<file path="src/rtl/pwm_capture.sv">
// pwm_capture: measures high time and period of an asynchronous PWM input in clk_sys_i cycles.
// Rev 1.0 - initial release.
`default_nettype none

module pwm_capture #(
  parameter int CtrSize = 10
) (
  input  logic               clk_sys_i,
  input  logic               rst_sys_i,
  input  logic               enable_i,
  input  logic               pwm_i,
  output logic               valid_o,
  output logic [CtrSize-1:0] high_width_o,
  output logic [CtrSize-1:0] period_o,
  output logic               overflow_o
);

  localparam logic [CtrSize-1:0] CTR_MAX = '1;
  localparam logic [CtrSize-1:0] CTR_ONE = CtrSize'(1);

  typedef enum logic [1:0] {
    WAIT_LOW  = 2'd0,
    WAIT_RISE = 2'd1,
    MEAS_HIGH = 2'd2,
    MEAS_LOW  = 2'd3
  } state_e;

  state_e             state_q, state_d;
  logic               s1_q, s1_d, s2_q, s2_d, s3_q, s3_d;
  logic [1:0]         prime_q, prime_d;
  logic [CtrSize-1:0] hc_q, hc_d, pc_q, pc_d;
  logic               valid_q, valid_d;
  logic [CtrSize-1:0] high_q, high_d, period_q, period_d;
  logic               ovf_q, ovf_d;
  logic               rise, fall, primed, saturate;

  assign rise   = s2_q & ~s3_q;
  assign fall   = ~s2_q & s3_q;
  // Reset zeroes the sync chain, so s2 only reflects pwm_i again two edges
  // later; arming before then would mistake a pulse held across reset for a rise.
  assign primed = prime_q[1];

  always_comb begin
    s1_d     = pwm_i;
    s2_d     = s1_q;
    s3_d     = s2_q;
    prime_d  = {prime_q[0], 1'b1};
    state_d  = state_q;
    hc_d     = hc_q;
    pc_d     = pc_q;
    valid_d  = 1'b0;
    high_d   = high_q;
    period_d = period_q;
    ovf_d    = ovf_q;
    saturate = 1'b0;

    if (!enable_i) begin
      state_d = WAIT_LOW;
      hc_d    = '0;
      pc_d    = '0;
    end else begin
      case (state_q)
        WAIT_LOW: begin
          if (primed && !s2_q) state_d = WAIT_RISE;
        end
        WAIT_RISE: begin
          if (rise) begin
            hc_d    = CTR_ONE;
            pc_d    = CTR_ONE;
            state_d = MEAS_HIGH;
          end
        end
        MEAS_HIGH: begin
          if (pc_q == CTR_MAX) begin
            saturate = 1'b1;
          end else if (fall) begin
            pc_d    = pc_q + CTR_ONE;
            state_d = MEAS_LOW;
          end else begin
            hc_d = hc_q + CTR_ONE;
            pc_d = pc_q + CTR_ONE;
          end
        end
        MEAS_LOW: begin
          // A rise on the saturating cycle still completes a normal period.
          if (rise) begin
            valid_d  = 1'b1;
            high_d   = hc_q;
            period_d = pc_q;
            ovf_d    = 1'b0;
            hc_d     = CTR_ONE;
            pc_d     = CTR_ONE;
            state_d  = MEAS_HIGH;
          end else if (pc_q == CTR_MAX) begin
            saturate = 1'b1;
          end else begin
            pc_d = pc_q + CTR_ONE;
          end
        end
        default: state_d = WAIT_LOW;
      endcase

      if (saturate) begin
        valid_d  = 1'b1;
        high_d   = hc_q;
        period_d = CTR_MAX;
        ovf_d    = 1'b1;
        hc_d     = '0;
        pc_d     = '0;
        state_d  = WAIT_LOW;
      end
    end
  end

  always_ff @(posedge clk_sys_i) begin
    if (rst_sys_i) begin
      s1_q     <= 1'b0;
      s2_q     <= 1'b0;
      s3_q     <= 1'b0;
      prime_q  <= 2'b00;
      state_q  <= WAIT_LOW;
      hc_q     <= '0;
      pc_q     <= '0;
      valid_q  <= 1'b0;
      high_q   <= '0;
      period_q <= '0;
      ovf_q    <= 1'b0;
    end else begin
      s1_q     <= s1_d;
      s2_q     <= s2_d;
      s3_q     <= s3_d;
      prime_q  <= prime_d;
      state_q  <= state_d;
      hc_q     <= hc_d;
      pc_q     <= pc_d;
      valid_q  <= valid_d;
      high_q   <= high_d;
      period_q <= period_d;
      ovf_q    <= ovf_d;
    end
  end

  assign valid_o      = valid_q;
  assign high_width_o = high_q;
  assign period_o     = period_q;
  assign overflow_o   = ovf_q;

endmodule

`default_nettype wire

</file>
<file path="config.mk">
export PLATFORM = sky130hd
export DESIGN_NAME = pwm_capture
export DESIGN_NICKNAME = d
export VERILOG_FILES = /design/src/rtl/pwm_capture.sv
export SDC_FILE = /design/constraint.sdc
export NUM_CORES = 1
export LEC_CHECK = 0
export ABC_AREA = 1
export CORE_MARGIN = 5
export CORE_UTILIZATION = 50
export CTS_CLUSTER_DIAMETER = 80
export DETAILED_ROUTE_END_ITERATION = 12
export PLACE_DENSITY = 0.75
export RECOVER_POWER = 25
export SETUP_SLACK_MARGIN = 0.5
export SYNTH_ARGS = -nofsm -noshare
export SYNTH_HDL_FRONTEND = slang
export SYNTH_SLANG_ARGS = --single-unit
</file>
<file path="constraint.sdc">
create_clock -name clk_sys_i -period 1.7 [get_ports clk_sys_i]
set_clock_uncertainty 0.1 [all_clocks]
set_input_delay 0.51 -clock clk_sys_i [delete_from_list [all_inputs] [get_ports clk_sys_i]]
set_output_delay 0.51 -clock clk_sys_i [all_outputs]
set_load 0.1 [all_outputs]
</file>
==> results of run 1 <==
==> sequential cells by signal, summed over array words and instances, names as in the netlist <==
name / cells
prime_q: 2
s2_q: 1
state_q: 2
hc_q: 10
s3_q: 1
overflow_o: 1
period_o: 10
high_width_o: 10
pc_q: 10
s1_q: 1
valid_o: 1
==> cells by family (layout without fill, tap and decap cells) <==
group / after synthesis / after routing / synth area share [%]
and+or+nand+nor: 199 / 199 / 37.4
DFF: 49 / 49 / 41.5
AOI/OAI and AO/OA: 36 / 36 / 7.88
xor gates and xnor gates: 4 / 4 / 1.48
adders and majority gates: 2 / 2 / 1.06
buffers and inverters: 60 / 130 / 10.7
==> cell usage in the layout, fill, tap and decap left out, drive strengths merged, types with 9 or more instances in the layout <==
cell,n
nand4,9
dfxtp,49
clkbuf,20
buf,54
o21ai,11
inv,51
a21oi,22
nand3,25
nor2,59
nand2,103
==> through the flow <==
step                instance area, µm²  util (%)  power, µW
floorplan                         2550         -       1200
global placement                  3210      68.8       1240
detailed placement                3210      68.8       1240
CTS                               3470      74.4       1900
global route                      3530      75.8       1960
finish                            3530      75.8       1890
==> worst max-delay path, delay by kind of cell, from the launching register on <==
family,cells,cell delay [ns]
simple gates,6,0.76
buf+inv,2,0.30
flops,1,0.38
compound gates,1,0.03
==> final cells by class <==
| class | instances | area, µm² | share of cell area, % |
|---|---|---|---|
| Clock buffer | 6 | 72.6 | 2.06 |
| Clock inverter | 2 | 10.0 | 0.283 |
| Sequential cell | 49 | 1070 | 30.3 |
| Inverter | 51 | 201 | 5.71 |
| Multi-Input combinational cell | 241 | 1370 | 38.9 |
| Tap cell | 54 | 67.6 | 1.91 |
| Timing Repair Buffer | 71 | 736 | 20.8 |
==> power groups by stage <==
stage | Combinational, µW | Sequential, µW | Clock, µW
2_1_floorplan | 51.2 | 1150 | 0
3_3_place_gp | 89.4 | 1150 | 0
3_5_place_dp | 90.6 | 1150 | 0
4_1_cts | 101 | 1120 | 675
5_1_grt | 120 | 1120 | 716
6_report | 111 | 1120 | 659
==> layer usage <==
layer  wire, µm  GRT usage [%]  vias to the layer above  part of all wire [%]
li1           -              -                     1230                     -
met1       2760           25.8                     1137                    42
met2       3280           35.2                       93                    50
met3        394           3.06                       13                   6.0
met4        125           10.1                        0                   1.9
met5          0              0                        -                     0
==> final timing paths <==
kind                                             end                  from  depth (start not counted)  slack [ns]
worst min register to register       s2_q$_SDFF_PP0_       s1_q$_SDFF_PP0_                          2        0.30
worst min-delay path                 s2_q$_SDFF_PP0_       s1_q$_SDFF_PP0_                          2        0.30
worst max register to register  hc_q[0]$_SDFFE_PP0P_  pc_q[5]$_SDFFE_PP0P_                          9        0.02
worst max-delay path            hc_q[0]$_SDFFE_PP0P_  pc_q[5]$_SDFFE_PP0P_                          9        0.02
==> what timing repair did <==
item | CTS | global route
hold endpoints to repair | 0 | 0
endpoints found under the setup margin | 67 | 66
gates resized for setup | 21 | 43
setup buffers | 15 | 6
pin swaps | 4 | 3
gates cloned | 0 | 2
==> summary.txt, run 1 <==
Outcome
  – Outcome: completed

Placed design
  – Number of port buffers: 25
  – DPL Wire Length: 4300 µm
  – GP Congestion: approximately 0.86
  – Dpl ws: -0.148 ns
  – Dpl cells: 443

Die
  – Die Height: ~79 µm
  – Initial Utilization: 50.8%
  – Site row count: 25
  – Core area: 4660 µm²
  – Io pins: 26
  – Die X: ~80 µm
  – Die area: ~6200 µm²

Power and ir drop
  – Gate power share: approximately 5.9%
  – Switching Share: 23.7%
  – Cell-internal power: 1440 µW
  – P_leak: between 0.0015 and 0.002 µW
  – PwrDens: around 540 nW/µm²
  – Maximum vdd ir drop: ~0.00038 V
  – Sw power: ~450 µW
  – Seq pwr share: 59.3%
  – Clock power share: a little over a third

Finish
  – N_diodes: 0
  – Area Overhead vs Synth: 49.2%
  – Share of cells above drive strength 1: a little under 40%
  – Post-Layout Cell Count: roughly 470
  – Nets@finish: around 430
  – Fillcell total: 320

GRT
  – First-pass GRT wire length: about 10000 µm
  – Largest net degree at the start of global routing: 34
  – Grt total ovfl: 0
  – Global router's overall resource usage: 20.8%
  – Antenna violations before repair: 0
  – Vias in the first global route: 2344

Detailed routing
  – Final WL: between 6000 and 7000 µm
  – Vias per cell: around 5.2
  – TritonRoute pass-1 iters: 4
  – Vias: ~2500
  – Number of remaining DRC errors: 0
  – Detail Route Antenna Nets: 0
  – Initial DRC Count: ~150
  – DR WL/cell: about 14 µm

Timing
  – Slew headroom: between 70% and 80%
  – RSZ-0062 raised after global routing: true
  – Final worst-path setup slack: 0.0159 ns
  – Min Tclk post-route: 1.68 ns
  – Max Freq: 594 MHz
  – Final hold violation count: 0
  – Setup TNS: 0 ns
  – Worst Tran Pin Value: about 0.38 ns
  – Final Max Slew Viols: 0
  – Final hold slack: between 0.3 and 0.4 ns
  – Setup violations, final: 0
  – Tcrit/Tclk final: 99.1%

Logic synthesis
  – Unique cell type count in the Yosys netlist: 29
  – Synthesis Warnings: 0
  – Syn avg cell area: between 6 and 7 µm²
  – Syn nets: 356
  – Mapped Cells: between 300 and 400
  – Top-area cell type share of the netlist area: about two fifths
  – Post-synth EDFFs: 0
  – Mapped Area: approximately 2400 µm²
  – Share of synthesized registers carrying an async set or reset: 0%
  – Synth Flop Type: dfxtp_1
  – Yosys reg bits: 49
  – Top post-synthesis cells by area: dfxtp_1, nand2_1, nor2_1
  – Synth top cells by count: nand2_1, nor2_1, dfxtp_1
  – Cell taking the most area after synthesis: dfxtp_1
  – Count leader, synth: nand2_1
  – Sequential share of the synthesized area: 41.5%

Worst setup path
  – Arr. time, crit path: between 1.5 and 2 ns
  – Crit-path cells: nand2_2 > nor2_4 > buf_4 > nand2_4 > nor2_4 > nand3_4 > nand2_8 > buf_6 > a21oi_2
  – Slowest stage cell on the critical path: dfxtp_1
  – Crit Path Max Fanout: 6
  – CP max stage delay: about 0.38 ns
  – Most frequent CP cell: nor2_4
  – Critical Path End Type: flip-flop
  – CP Launch Type: flip-flop
  – Critical Path RT: roughly 1.8 ns
  – Worst Path Class, Setup: flip-flop to flip-flop

Clock network
  – Clock Sink Count: 49
  – Clock H-tree levels: 2
  – Max Buffers Root-to-Sink: 2
  – CTS tree: yes
  – Cts bufs inserted: 5
  – Root buffer cell: clkbuf_8
  – # hold bufs at CTS: 0
  – Worst skew pair latency: about 0.30 ns
  – Worst-path clk slew: around 0.09 ns

Hold path
  – HP Class: flip-flop to flip-flop

Flow run
  – Maximum Capacitance Violations: 0
No activity file was read; power rests on OpenSTA's default activity.
==> run 2: changes to the inputs <==
--- a/config.mk
+++ b/config.mk
@@ -10,6 +10,7 @@
 export CORE_UTILIZATION = 50
 export CTS_CLUSTER_DIAMETER = 80
 export DETAILED_ROUTE_END_ITERATION = 12
+export GPL_TIMING_DRIVEN = 0
 export PLACE_DENSITY = 0.75
 export RECOVER_POWER = 25
 export SETUP_SLACK_MARGIN = 0.5
==> run 2 against run 1 <==
  * The run now ends with negative setup slack left
  * Fmax down 2.9%
  * Highest routed layer unchanged
  * Critical path depth is 2 lower
  * Largest power group unchanged
  * Critical endpoint unchanged
  * Cell count shrank 0.42%
  * Largest cell class unchanged
  * First-iteration DRC count grew 38%
  * Global-route usage about the same
  * Clock power grew 8.8%
==> summary.txt, run 2 (synthesis gave the netlist of run 1 again) <==
Outcome
  – Outcome: finished, violations left
  – Failing checks: negative setup slack

Timing
  – Setup TNS: -0.0776 ns
  – Min Tclk post-route: roughly 1.7 ns
  – Final Max Slew Viols: 0
  – Final worst-path setup slack: -0.0352 ns
  – Slew headroom: 71.0%
  – Setup violations, final: 8
  – Max Freq: just under 600 MHz
  – Final hold violation count: 0
  – Worst Tran Pin Value: approximately 0.43 ns
  – Tcrit/Tclk final: 102%
  – RSZ-0062 raised after global routing: true

Die
  – Die area: between 6000 and 7000 µm²
  – Io pins: 26
  – Die Height: just under 80 µm
  – Site row count: 25
  – Die X: slightly below 80 µm
  – Core area: ~4700 µm²
  – Initial Utilization: 50.8%

Power and ir drop
  – Clock power share: between 30% and 40%
  – P_leak: roughly 0.0016 µW
  – Sw power: 507 µW
  – Switching Share: 25.8%
  – Seq pwr share: 57.2%
  – PwrDens: 533 nW/µm²
  – Gate power share: between 6 and 7%
  – Cell-internal power: 1460 µW
  – Maximum vdd ir drop: 0.000437 V

Worst setup path
  – CP bufs+invs: 1
  – Worst Setup SP: pc_q[5]$_SDFFE_PP0P_
  – Reg2Reg Setup Slack: -0.04 ns
  – Critical Path End Type: flip-flop
  – CP delay by family, top: simple AND/OR/NAND/NOR gates
  – Worst r2r src: pc_q[5]$_SDFFE_PP0P_
  – CP Launch Type: flip-flop
  – Critical Path RT: approximately 1.8 ns
  – Worst Path Class, Setup: flip-flop to flip-flop
  – Crit-path cells: nand2_2 > nor2_4 > nand4_1 > nand3_4 > buf_12 > nand2_1 > a21oi_2
  – Slowest stage cell on the critical path: dfxtp_2
  – Arr. time, crit path: between 1.5 and 2 ns
  – Crit Path Max Fanout: 6
  – CP max stage delay: 0.39 ns

Flow run
  – Maximum Capacitance Violations: 0

Placed design
  – Number of port buffers: 25
  – Dpl cells: about 430
  – GP Congestion: 0.872
  – DPL Wire Length: approximately 3800 µm
  – Dpl cell area: between 2000 and 3000 µm²

Detailed routing
  – TritonRoute pass-1 iters: 5
  – Vias per cell: ~5.4
  – DR WL/cell: roughly 15 µm
  – WL met2: roughly 3600 µm
  – Number of remaining DRC errors: 0
  – Final WL: just over 7000 µm
  – Vias: 2536
  – Met1 Wirelength: between 2000 and 3000 µm
  – Top sig layer: met4
  – Met3 routed WL: slightly above 400 µm
  – Detail Route Antenna Nets: 0
  – Initial DRC Count: 203

GRT
  – Antenna violations before repair: 0
  – Largest net degree at the start of global routing: 17
  – Grt total ovfl: 0
  – First-pass GRT wire length: approximately 10000 µm
  – Global router's overall resource usage: a little over a fifth
  – Vias in the first global route: about 2200

Clock network
  – CTS tree: yes
  – Max Buffers Root-to-Sink: 2
  – Clock Sink Count: 49
  – Root buffer cell: clkbuf_8
  – Worst skew pair latency: between 0.3 and 0.4 ns
  – Worst-path clk slew: around 0.09 ns
  – Clock H-tree levels: 2
  – # hold bufs at CTS: 0
  – Cts bufs inserted: 5

Hold path
  – Min-delay src: s1_q$_SDFF_PP0_
  – HP Class: flip-flop to flip-flop

Finish
  – Nets@finish: between 400 and 500
  – Design Area, Final: between 3000 and 4000 µm²
  – Share of cells above drive strength 1: about two fifths
  – Most common cell after layout, fill and taps aside: nand2_1
  – Commonest non-fill, non-tap cells in the layout: nand2_1, inv_1, nor2_1
  – N_diodes: 0
  – Area Overhead vs Synth: 55.6%
  – Post-Layout Cell Count: about 470
-- run 2: changes by cell type in the layout (fill, tap and decap cells not counted), sizes merged --
cell / previous run / this run
buf: 54 / 62
nand3: 25 / 26
clkbuf: 20 / 7
clkinvlp: 0 / 1
clkdlybuf4s15: 0 / 1
clkdlybuf4s50: 2 / 1
inv: 51 / 52
-- run 2: final timing paths --
path | to | cells after the start
worst max register to register | hc_q[0]$_SDFFE_PP0P_ | 7
worst max-delay path | hc_q[0]$_SDFFE_PP0P_ | 7
worst min register to register | s2_q$_SDFF_PP0_ | 2
worst min-delay path | s2_q$_SDFF_PP0_ | 2
-- run 2: cell type report --
cell class,instances,area [µm²]
clock inverter,3,21.3
timing repair inverter,1,6.26
clock buffer,5,68.8
multi-input combinational,242,1400
buffer,9,77.6
tap,54,67.6
fill,268,980
sequential,49,1080
inverter,51,206
timing repair buffer,58,759
-- run 2: per-layer routing --
layer | vias to the layer above | GRT usage (%)
li1 | 1228 | -
met1 | 1197 | 27.2
met2 | 94 | 34.4
met3 | 17 | 3.29
met4 | 0 | 8.22
met5 | - | 0
-- run 2: timing repair --
action,in CTS,in global routing
gates cloned,3,2
gates resized for setup,231,39
pin swaps,7,16
endpoints found under the setup margin,67,66
buffers inserted,14,16
-- run 2: worst reg2reg max path, stage by stage, from the launching register on --
cell	delay, ns
dfxtp_2	0.39
nand2_2	0.10
nor2_4	0.24
nand4_1	0.28
nand3_4	0.20
buf_12	0.13
nand2_1	0.07
a21oi_2	0.16
-- run 2: power by group through the flow --
stage	sequential, µW	clock (µW)	combinational, µW
6_report	1120	717	124
5_1_grt	1120	787	132
4_1_cts	1120	723	96.8
3_5_place_dp	1150	0	78.0
3_3_place_gp	1150	0	77.3
2_1_floorplan	1150	0	51.2
-- run 2: metrics by stage --
step                setup slack, ns  total power, µW  util, %  hold WS, ns
global route                 -0.120             2040     79.0        0.327
detailed placement           -0.409             1230     61.6        0.297
global placement             -0.395             1230     61.6        0.291
CTS                          0.0875             1940     72.9        0.310
floorplan                     0.149             1200        -        0.288
finish                      -0.0352             1960     79.0        0.308
==> run 3: changes to the inputs <==
--- a/config.mk
+++ b/config.mk
@@ -6,7 +6,6 @@
 export NUM_CORES = 1
 export LEC_CHECK = 0
 export ABC_AREA = 1
-export CORE_MARGIN = 5
 export CORE_UTILIZATION = 50
 export CTS_CLUSTER_DIAMETER = 80
 export DETAILED_ROUTE_END_ITERATION = 12
==> constraint.sdc (replaced) <==
create_clock -name clk_sys_i -period 1.7 [get_ports clk_sys_i]
set_clock_uncertainty 0.1 [all_clocks]
set_input_delay 0.51 -clock clk_sys_i [delete_from_list [all_inputs] [get_ports clk_sys_i]]
set_output_delay 0.51 -clock clk_sys_i [all_outputs]
set_load 0.005 [all_outputs]
==> run 3 against run 2 <==
  * The run now ends clean
  * Register-to-register slack gained 0.07 ns
  * Fmax increased by 4.3%
  * Hold slack barely moved
  * Routed wire length decreased by 11%
  * Sequential cell count unchanged
  * Critical path type unchanged
  * Critical endpoint is now high_width_o[1]$_SDFFE_PP0P_
  * Largest power group unchanged
==> summary.txt, run 3 (synthesis gave the netlist of run 1 again) <==
Flow run
  – Maximum Capacitance Violations: 0

Worst setup path
  – Critical Path End Type: flip-flop
  – Slowest stage cell on the critical path: dfxtp_4
  – Critical Path RT: between 1.5 and 2 ns
  – Worst r2r src: pc_q[0]$_SDFFE_PP0P_
  – CP max stage delay: ~0.38 ns
  – Worst Path Class, Setup: flip-flop to flip-flop
  – Reg2Reg Capture Point: high_width_o[1]$_SDFFE_PP0P_
  – R2r worst-path depth: 10
  – CP Launch Type: flip-flop
  – Arr. time, crit path: 1.80 ns
  – CP bufs+invs: 1
  – Reg2Reg Setup Slack: around 0.036 ns
  – Crit-path cells: ha_4 > nand2_4 > nor2_8 > nand4_4 > nand2_4 > nand3_4 > buf_6 > nand2_1 > nand2_1 > nor2_1
  – Crit Path Max Fanout: 5
  – CP delay by family, top: simple AND/OR/NAND/NOR gates

Power and ir drop
  – P_leak: ~0.0015 µW
  – PwrDens: 656 nW/µm²
  – Maximum vdd ir drop: about 0.00050 V

GRT
  – First-pass GRT wire length: about 10000 µm
  – Grt total ovfl: 0
  – Vias in the first global route: 2196
  – Largest net degree at the start of global routing: 17
  – Antenna violations before repair: 0
  – Global router's overall resource usage: between 20% and 30%

Timing
  – RSZ-0062 raised after global routing: true
  – Min Tclk post-route: 1.66 ns
  – Final hold violation count: 0
  – Max Freq: 601 MHz
  – Slew headroom: between 70% and 80%
  – Setup violations, final: 0
  – Tcrit/Tclk final: between 90% and 100%
  – Final worst-path setup slack: ~0.036 ns
  – Worst Tran Pin Value: between 0.4 and 0.5 ns
  – Final Max Slew Viols: 0

Die
  – Die X: a little over 70 µm
  – Core area: approximately 4400 µm²
  – Die area: between 5000 and 6000 µm²
  – Initial Utilization: between 50 and 60%
  – Die Height: 70.8 µm
  – Io pins: 26
  – Site row count: 24

Clock network
  – Root buffer cell: clkbuf_8
  – Clock Sink Count: between 40 and 50
  – Clock H-tree levels: 2
  – Max Buffers Root-to-Sink: 2
  – Worst skew pair latency: approximately 0.30 ns
  – Worst-path clk slew: around 0.090 ns
  – Cts bufs inserted: 5
  – # hold bufs at CTS: 0
  – CTS tree: yes

Placed design
  – Dpl ws: -0.414 ns
  – Dpl cell area: about 2700 µm²
  – Number of port buffers: 25
  – DPL Wire Length: ~3700 µm
  – GP Congestion: a little under 0.9

Detailed routing
  – Detail Route Antenna Nets: 0
  – DR WL/cell: roughly 14 µm
  – Final WL: 6360 µm
  – TritonRoute pass-1 iters: 7
  – Vias: 2444
  – Vias per cell: roughly 5.3
  – Initial DRC Count: around 170
  – Number of remaining DRC errors: 0

Finish
  – Share of cells above drive strength 1: between 30% and 40%
  – Area Overhead vs Synth: 36.1%
  – Design Area, Final: about 3200 µm²
  – Most common cell after layout, fill and taps aside: nand2_1
  – Multi-input gate area: around 1300 µm²
  – Commonest non-fill, non-tap cells in the layout: nand2_1, inv_1, nor2_1
  – Reg area: 1010 µm²
  – Nets@finish: around 420
  – Fillcell total: 341
  – N_diodes: 0

Outcome
  – Outcome: completed

Hold path
  – HP Class: flip-flop to flip-flop
  – Min-delay src: s1_q$_SDFF_PP0_
  – Hold EP: s2_q$_SDFF_PP0_
  – Hold Crit Depth: 2
[run 3: cell count changes in the layout (fill, tap and decap cells not counted), sizes merged]
cell | before | now
inv | 52 | 50
bufinv | 0 | 1
buf | 62 | 57
dlygate4sd2 | 1 | 2
clkdlybuf4s50 | 1 | 0
dlygate4sd3 | 0 | 1
clkdlybuf4s15 | 1 | 0
[run 3: timing repair]
item                       4_1_cts  5_1_grt
gates resized for setup        136       30
gates cloned                     4        1
pin swaps                        7        4
buffers inserted                16        8
setup endpoints to repair       67       66
[run 3: per-stage QoR]
step           TNS, ns  utilization [%]  total power, µW  std cells  hold slack [ns]
2_1_floorplan        0                -             1230        350            0.288
3_3_place_gp     -8.29             61.8             1260        427            0.291
3_5_place_dp     -8.65             61.8             1260        427            0.298
4_1_cts              0             68.7             2110        455            0.313
5_1_grt         -0.104             72.4             2180        464            0.323
6_report             0             72.4             2110        464            0.309
[run 3: area by class of cell]
type / instances / share of cell area, %
plain buffers: 9 / 2.41
clock buffers: 5 / 2.14
clock inverters: 3 / 1.44
inverters: 51 / 6.18
multi-input cells: 242 / 41.8
flip-flops and latches: 49 / 31.5
well taps: 52 / 2.02
repair buffers: 53 / 12.5
[run 3: per-layer routing]
metal  vias up  GRT usage, %  part of all wire, %
met1      1134          33.5                   44
met2        89          43.5                   48
li1       1211             -                    -
met3        10          3.85                  5.6
met4         0          8.00                  1.8
met5         -             0                    0
[run 3: report_power, final]
part | total (µW) | internal (µW) | switching, µW
registers | 1150 | 1150 | 3.96
logic | 107 | 40.5 | 66.7
clock network | 850 | 441 | 409
[run 3: worst min-delay path: stages, from the launching register on]
cell and delay [ns]:
dfxtp_1 0.31, inv_1 0.04, nor2_1 0.03
[run 3: how the worst max path moves through the flow]
stage / start / end / slack (ns) / depth (start not counted)
after detailed placement: rst_sys_i / period_o[0]$_SDFFE_PP0P_ / -0.41 / 8
after floorplan: pc_q[1]$_SDFFE_PP0P_ / period_o[8]$_SDFFE_PP0P_ / 0.16 / 9
after global placement: rst_sys_i / period_o[0]$_SDFFE_PP0P_ / -0.40 / 8
after global routing: pc_q[0]$_SDFFE_PP0P_ / hc_q[1]$_SDFFE_PP0P_ / -0.04 / 10
final: pc_q[0]$_SDFFE_PP0P_ / high_width_o[1]$_SDFFE_PP0P_ / 0.04 / 10
after CTS: pc_q[0]$_SDFFE_PP0P_ / period_o[8]$_SDFFE_PP0P_ / 0.08 / 10
